$ cat src/rtl/ws2812_pkg.sv
// ---------------------------------------------------------------------------
// ws2812_pkg
// Shared definitions for the WS2812B strip driver blocks: the frame
// sequencer state encoding, the pixel word width, the system clock rate
// and the default latch (strip reset) period derived from it.
// ---------------------------------------------------------------------------
package ws2812_pkg;

   typedef enum logic [2:0] {
      IDLE,
      FETCH,
      SEND,
      WAIT_TX,
      LATCH
   } state_t;

   localparam int PIXEL_W = 24;
   localparam int CLK_HZ  = 100_000_000;

   // 60 us of idle line, comfortably above the 50 us WS2812B reset time
   localparam int DEFAULT_LATCH_CYCLES = (CLK_HZ / 1_000_000) * 60;

endpackage

$ cat src/rtl/ws2812_frame_sequencer_cycle_timer.sv
// ---------------------------------------------------------------------------
// cycle_timer
// Load/count/expire down-counter. A load pulse arms the timer; expire is
// high for exactly one cycle, COUNT cycles after the load edge. Shared
// between the frame latch wait and the bit serializer.
//
// Ports:
//   clk     in   system clock
//   reset   in   synchronous, active-low reset
//   load    in   arm the timer (restarts it if already running)
//   expire  out  one-cycle pulse on the final counted cycle
// ---------------------------------------------------------------------------
module cycle_timer #(
   parameter int COUNT = 6000
) (
   input  logic clk,
   input  logic reset,
   input  logic load,
   output logic expire
);

   localparam int CNT_W = $clog2(COUNT + 1);

   logic [CNT_W-1:0] count;
   logic             running;

   // Loading COUNT-1 makes the zero-count cycle the COUNT-th cycle after
   // the load edge, so the owner acts on expire at exactly load + COUNT.
   always_ff @(posedge clk) begin
      if (!reset) begin
         count   <= '0;
         running <= 1'b0;
      end else if (load) begin
         count   <= CNT_W'(COUNT - 1);
         running <= 1'b1;
      end else if (running) begin
         if (count == '0)
            running <= 1'b0;
         else
            count <= count - CNT_W'(1);
      end
   end

   assign expire = running && (count == '0);

endmodule

$ cat src/rtl/ws2812_frame_sequencer.sv
// ---------------------------------------------------------------------------
// ws2812_frame_sequencer
// Frame-level controller for a WS2812B strip. Each accepted frame tick
// fetches NUM_LEDS pixels from the pixel source, hands each GRB word to
// the bit serializer, then holds the line idle for LATCH_CYCLES clocks.
// Counts completed frames and flags ticks that arrive mid-frame.
//
// Ports:
//   clk         in   system clock (100 MHz)
//   reset       in   synchronous, active-low reset
//   enable      in   permits new frames to start
//   tick        in   one-cycle frame-start strobe
//   pix_req     out  pixel request, held until pix_valid
//   pix_idx     out  index of the requested pixel
//   pix_valid   in   pix_data is valid for pix_idx
//   pix_data    in   24-bit GRB pixel word
//   tx_start    out  one-cycle start pulse to the serializer
//   tx_data     out  registered pixel word for the serializer
//   tx_busy     in   serializer busy (rises the cycle after tx_start)
//   busy        out  sequencer is inside a frame
//   frame_done  out  one-cycle pulse at the end of the latch period
//   overrun     out  sticky, a tick was lost mid-frame
//   frame_cnt   out  completed frame count (wraps)
// ---------------------------------------------------------------------------
module ws2812_frame_sequencer
   import ws2812_pkg::*;
#(
   parameter int NUM_LEDS     = 8,
   parameter int IDX_W        = 8,
   parameter int LATCH_CYCLES = DEFAULT_LATCH_CYCLES
) (
   input  logic               clk,
   input  logic               reset,
   input  logic               enable,
   input  logic               tick,
   output logic               pix_req,
   output logic [IDX_W-1:0]   pix_idx,
   input  logic               pix_valid,
   input  logic [PIXEL_W-1:0] pix_data,
   output logic               tx_start,
   output logic [PIXEL_W-1:0] tx_data,
   input  logic               tx_busy,
   output logic               busy,
   output logic               frame_done,
   output logic               overrun,
   output logic [15:0]        frame_cnt
);

   localparam logic [IDX_W-1:0] LAST_IDX = IDX_W'(NUM_LEDS - 1);

   state_t state;
   logic   wait_first;
   logic   latch_load;
   logic   latch_expire;

   // The latch timer is armed on the same edge that moves WAIT_TX into
   // LATCH, so its expire lands on the last LATCH cycle.
   assign latch_load = (state == WAIT_TX) && !wait_first && !tx_busy &&
                       (pix_idx == LAST_IDX);

   cycle_timer #(
      .COUNT (LATCH_CYCLES)
   ) u_latch_timer (
      .clk    (clk),
      .reset  (reset),
      .load   (latch_load),
      .expire (latch_expire)
   );

   // Frame sequencer. pix_idx doubles as the pixel counter. wait_first
   // marks the first WAIT_TX cycle, where tx_busy has not risen yet.
   always_ff @(posedge clk) begin
      if (!reset) begin
         state      <= IDLE;
         wait_first <= 1'b0;
         pix_req    <= 1'b0;
         pix_idx    <= '0;
         tx_start   <= 1'b0;
         tx_data    <= '0;
         busy       <= 1'b0;
         frame_done <= 1'b0;
         overrun    <= 1'b0;
         frame_cnt  <= '0;
      end else begin
         tx_start   <= 1'b0;
         frame_done <= 1'b0;

         // Any tick outside IDLE is dropped, including the final LATCH cycle
         if (tick && (state != IDLE))
            overrun <= 1'b1;

         case (state)
            IDLE: begin
               if (tick && enable) begin
                  state   <= FETCH;
                  pix_idx <= '0;
                  pix_req <= 1'b1;
                  busy    <= 1'b1;
               end
            end

            FETCH: begin
               if (pix_valid) begin
                  tx_data <= pix_data;
                  pix_req <= 1'b0;
                  state   <= SEND;
               end
            end

            SEND: begin
               if (!tx_busy) begin
                  tx_start   <= 1'b1;
                  wait_first <= 1'b1;
                  state      <= WAIT_TX;
               end
            end

            WAIT_TX: begin
               if (wait_first) begin
                  wait_first <= 1'b0;
               end else if (!tx_busy) begin
                  if (pix_idx == LAST_IDX) begin
                     state <= LATCH;
                  end else begin
                     pix_idx <= pix_idx + IDX_W'(1);
                     pix_req <= 1'b1;
                     state   <= FETCH;
                  end
               end
            end

            LATCH: begin
               if (latch_expire) begin
                  frame_done <= 1'b1;
                  frame_cnt  <= frame_cnt + 16'd1;
                  busy       <= 1'b0;
                  state      <= IDLE;
               end
            end

            default: begin
               state <= IDLE;
            end
         endcase
      end
   end

endmodule

$ cat config.mk
export PLATFORM = sky130hd
export DESIGN_NAME = ws2812_frame_sequencer
export DESIGN_NICKNAME = d
export VERILOG_FILES = /design/src/rtl/ws2812_pkg.sv /design/src/rtl/ws2812_frame_sequencer_cycle_timer.sv /design/src/rtl/ws2812_frame_sequencer.sv
export SDC_FILE = /design/constraint.sdc
export NUM_CORES = 1
export LEC_CHECK = 0
export CORE_UTILIZATION = 39
export DETAILED_ROUTE_END_ITERATION = 10
export GPL_TIMING_DRIVEN = 1
export PLACE_DENSITY_LB_ADDON = 0.05
export SLEW_MARGIN = 20
export SYNTH_ARGS = -nofsm -noshare
export SYNTH_HDL_FRONTEND = slang
export SYNTH_SLANG_ARGS = --single-unit
export TNS_END_PERCENT = 50
$ cat constraint.sdc
create_clock -name clk -period 3.2 [get_ports clk]
set_input_delay 0.32 -clock clk [delete_from_list [all_inputs] [get_ports clk]]
set_output_delay 0.32 -clock clk [all_outputs]
set_load 0.1 [all_outputs]
# Word level (Yosys, flattened, before mapping)
# Cells that the tools add are included.
# totals
wordCells,90
in_bits,30
register_bits,71
output_inout_bits,53
# op_classes
bitwise_logic,2
n_eq_ne,13
add_sub_neg,3
n_mux,31
n_reduce_logical,28
# op_table
op,count
$mux 13,3
$mux 8,4
$mux 3,7
$add 16x1->16 const B,1
$ne 2x2->1 const B,8
$pmux 8 s2,1
$pmux 3 s5,1
$reduce_and 2->1,7
$logic_not 13->1,1
$sub 13x1->13 const B,1
$mux 1,12
$reduce_and 6->1,2
$add 8x1->8 const B,1
$eq 8x3->1 const B,1
$reduce_bool 2->1,4
$eq 3x2->1 const B,2
$logic_and 1x1->1,6
$reduce_bool 3->1,2
$reduce_and 5->1,1
$pmux 1 s2,2
$eq 3x1->1 const B,1
$eq 3x3->1 const B,1
$logic_not 3->1,1
$pmux 1 s3,1
4 further kinds,6

# Logic depth before layout (Yosys ltp)
# depth
depth_word,6
mapped_depth,8
ltp_nobuf,7

# Hierarchy
# From an unflattened synthesis, not the netlist that was laid out.
# hier_totals
cells_unflattened,384
area_unflattened_um2,3188.1
# modules_own_cells
mod,instances,cells_per_inst,area_per_inst_um2
ws2812_frame_sequencer,1,298,2426.1
cycle_timer,1,86,762.0

# Least setup slack after synthesis
# OpenSTA, ideal clock, no wires.
# synth_timing
path_kind,register to register
startpoint,reg pix_idx[0]
endpoint,reg pix_idx[3]
t_arrival_ps,2377
t_required_ps,3128
path_slack_ps,751
stages_incl_launch_ff,7
setup_time_ps,72
cell_sequence,dfxtp_1 > ha_1 > nand2_1 > or3_1 > a21oi_1 > o21ai_0 > a21oi_1
# synth_via
elab_chain_cells,5
elab_cells_between_ends,8
# synth_lines
element,line,text
start: declaration,ws2812_frame_sequencer.sv:37,"output logic [IDX_W-1:0] pix_idx,"
start signal: assignment,ws2812_frame_sequencer.sv:125,pix_idx <= pix_idx + IDX_W'(1);
$add 8x1->8,ws2812_frame_sequencer.sv:125,
$mux 8,ws2812_frame_sequencer.sv:122,if (pix_idx == LAST_IDX) begin
$mux 8,ws2812_frame_sequencer.sv:121,end else if (!tx_busy) begin
$mux 8,ws2812_frame_sequencer.sv:119,if (wait_first) begin
$pmux 8 s2,ws2812_frame_sequencer.sv:92,case (state)
# Several ways; a longest one is shown, not always the timed one. The select of a mux whose other input is x is not followed.
# A chain may end at the register's enable or synchronous reset.

# Worst setup path after layout
# layout_timing
startpoint,reg u_latch_timer.count[6]
endpoint,reg frame_cnt[13]
# layout_via
elab_chain_cells,3
# layout_lines
element,line,text
start: declaration,ws2812_frame_sequencer_cycle_timer.sv:24,logic [CNT_W-1:0] count;
start signal: assignment,ws2812_frame_sequencer_cycle_timer.sv:34,count <= CNT_W'(COUNT - 1);
start signal: assignment,ws2812_frame_sequencer_cycle_timer.sv:40,count <= count - CNT_W'(1);
$logic_not 13->1,ws2812_frame_sequencer_cycle_timer.sv:44,assign expire = running && (count == '0);
$logic_and 1x1->1,ws2812_frame_sequencer_cycle_timer.sv:44,
$reduce_and 2->1 (no source line),n/a,
end signal: assignment,ws2812_frame_sequencer.sv:135,frame_cnt <= frame_cnt + 16'd1;
end: declaration,ws2812_frame_sequencer.sv:46,output logic [15:0] frame_cnt
# No other way between the ends.

==> results_dict.tcl <==
set metrics [dict create \
    result_of_the_run "finished clean" \
    via_count_of_the_first_global_routing_pass 2659 \
    antenna_cells_inserted 0 \
    worst_skew_pair.late_latency_ns 0.34 \
    cts.sinks 71 \
    synth_area_sq_um 3060 \
    yosysWarningCount 0 \
    timing.rr.start "u_latch_timer.count[6]" \
    drt_pass1_iterations 4 \
    post-route-min-period_ns 2.36 \
    antenna_found_initial 0 \
    dp_cells 534 \
    min_path_type "flip-flop to flip-flop" \
    maximum_number_of_pins_on_one_net_before_global_route_repair 36 \
    core_region_area_sq_um 7410 \
    most-common-layout-cells "sky130_fd_sc_hd__clkdlybuf4s50_1, sky130_fd_sc_hd__dfxtp_1, sky130_fd_sc_hd__nand2_1" \
    synthToLayoutAreaGrowth_pct 36.4 \
    cts.repair.resized 0 \
    setup.worst_path.end_class "flip-flop" \
    final_cell_count_no_fill 550 \
    irDropWorstVdd_mv 0.282 \
    power_mw 2.02 \
    drt_first_iter_violations 74 \
    crit_arrival_ns 2.59 \
    cts.path.max_buffers 2 \
    post-cts-setup-buffer-count 0 \
    tns_ns 0 \
    rsz0062_at_grt "no" \
    critical_path.startpoint "u_latch_timer.count[6]" \
    yosys.cell_types.count 44 \
    ioPinCount 83 \
    final.period_utilization_pct 73.8 \
    report.final.slew_viol_count 0 \
    synthesis.instances 367 \
    globalRouteOverflowTotal 0 \
    critPathMaxFanout 8 \
    critical_path.endpoint "frame_cnt[13]" \
    power_density_nw_per_um2 485 \
    cts.htree.levels 3 \
    globalRouteTotalUtil_pct 18.3 \
    total_switching_power_uw 592 \
    worst_slew_pin_slew_ns 1.01 \
    proportion_of_power_drawn_by_the_clock_network_pct 37.6 \
    fp.dieH_um 90.6 \
    drv.max_cap_violation_count 0 \
    cts_stage_hold_buffer_count 0 \
    report.final.setup_viol 0 \
    seqPwrFrac_pct 45.9 \
    detail_route.wl_per_cell_um 12.8 \
    yosys_register_bits 71 \
    place_congestion 0.802 \
    timing_hold_violations_final 0 \
    cts_root_buf "sky130_fd_sc_hd__clkbuf_8" \
    fin_skew_ns 0.00889 \
    tritoncts "done" \
    final_common_cell "sky130_fd_sc_hd__clkdlybuf4s50_1" \
    rows 31 \
    final_net_count 480 \
    p_int_mw 1.43 \
    syn-num-nets 401 \
    multi_input_comb_area_sq_um 1540 \
    starting_density_of_the_core_pct 41.3 \
    slew_headroom_pct 32.2 \
    via_count 2793 \
    cp-start-kind "flip-flop" \
    final_util_pct 56.4 \
    die-area_sq_um 8210 \
    detailed_place_hpwl_um 4950 \
    required_ns 3.43 \
    tritoncts.num_buffers 9 \
    critical_path_class "flip-flop to flip-flop" \
    drive_above_1_share_pct 6.43 \
    antenna_left 0 \
    rr_worst_depth 5 \
    fmax_ghz 0.423 \
    routed_wirelength_um 7060 \
    total_leakage_power_nw 1.49 \
    drt_drc_violations_left 0 \
    cts.reportedPaths.clkPinSlew_ns 0.08 \
    share_of_the_yosys_chip_area_belonging_to_registers_pct 46.4 \
    mean_instance_size_in_the_synthesized_netlist_sq_um 8.34 \
    die_width_um 90.6 \
    port-buffer-count 82 \
    sequential_cell_area_sq_um 1420 \
    comb_power_share_pct 16.5 \
    timing.reg2reg.setup_slack_ns 0.84 \
    wire_length_of_the_first_global_routing_pass_um 12200 \
    vias_per_cell 5.08 \
    final.fill_count 736 \
    timing.rr.end "frame_cnt[13]" \
    power.switching_fraction_pct 29.3 \
]
sequential cells by signal (all words and copies together), names as in the netlist:
signal                 flops
pix_req                    1
frame_done                 1
u_latch_timer.running      1
tx_start                   1
tx_data                   24
state                      3
frame_cnt                 16
pix_idx                    8
busy                       1
wait_first                 1
u_latch_timer.count       13
overrun                    1
through the flow:
stage | hold WS (ns) | area [sq um] | setup slack, ns
final | 0.454 | 4180 | 0.838
after CTS | 0.457 | 4180 | 0.810
after floorplan | 0.456 | 3060 | 0.751
after global placement | 0.441 | 3960 | 0.882
after detailed placement | 0.447 | 3960 | 0.827
after global routing | 0.472 | 4180 | 0.702
layer usage:
metal / routed length, um / global-route usage, % / vias to the layer above
li1: - / - / 1438
met1: 3270 / 22.7 / 1281
met2: 3200 / 28.8 / 68
met3: 521 / 7.66 / 6
met4: 73 / 5.24 / 0
met5: 0 / 0 / -
worst min-delay path by stage:
stage | from | slack [ns] | cells after the start | to
6_report | tx_data[8] | 0.45 | 2 | tx_data[8]
5_1_grt | tx_data[18] | 0.47 | 2 | tx_data[18]
4_1_cts | tx_data[8] | 0.46 | 2 | tx_data[8]
3_5_place_dp | tx_data[8] | 0.45 | 2 | tx_data[8]
3_3_place_gp | tx_data[6] | 0.44 | 2 | tx_data[6]
2_1_floorplan | pix_data[0] | 0.46 | 2 | tx_data[0]
area by class of cell:
class / instances / share of cell area (%)
multi-input combinational: 272 / 36.9
sequential: 71 / 34.0
timing repair buffer: 86 / 20.4
clock buffer: 12 / 3.96
tap: 99 / 2.97
clock inverter: 4 / 1.23
inverter: 6 / 0.539
cell families (layout without fill, tap and decap cells):
group,Yosys count,after routing,share of synthesized area (%)
DFF,71,71,46.4
and+or+nand+nor,174,174,28.5
buffers and inverters,24,108,3.23
AOI/OAI and AO/OA,70,70,13.2
muxes,1,1,0.368
adders and majority gates,4,4,1.64
xor gates and xnor gates,23,23,6.58
Yosys cell counts (all sizes together):
cell type,instances,area [sq um]
and4,1,8.76
o2111ai,2,17.5
clkbuf,17,65.1
or3,8,50.1
and3,5,31.3
or2,2,12.5
a21oi,49,245
buf,1,11.3
or4,3,26.3
or4b,3,33.8
nor4b,2,17.5
a31o,2,17.5
o211a,1,10.0
a2111oi,1,8.76
mux2,1,11.3
nand2,68,255
inv,6,22.5
nor3,13,65.1
o21a,1,7.51
nand4,10,62.6
nand3b,3,22.5
dfxtp,71,1420
and2,4,25.0
a211oi,1,7.51
o41ai,1,27.5
nor4,10,77.6
xor2,9,78.8
nor2b,2,12.5
a21o,1,7.51
a31oi,1,6.26
nand2b,3,18.8
nand3,8,40.0
nor2,28,105
ha,4,50.1
xnor2,14,123
o21ai,10,50.0
nor3b,1,7.51
power by group through the flow:
stage	registers, mW	clock network [mW]	logic (mW)
after floorplan	1.10	0	0.0810
after global placement	0.948	0	0.336
after detailed placement	0.949	0	0.336
after CTS	0.928	0.793	0.337
after global routing	0.932	0.830	0.353
final	0.928	0.762	0.333
critical path, cell delays in order (launching register included):
cell and delay [ns]:
sky130_fd_sc_hd__dfxtp_1 0.35, sky130_fd_sc_hd__or4b_1 0.68, sky130_fd_sc_hd__or4b_4 0.58, sky130_fd_sc_hd__nor4_4 0.41, sky130_fd_sc_hd__a31o_1 0.19, sky130_fd_sc_hd__a21oi_1 0.05
(Power assumes the default switching activity.)
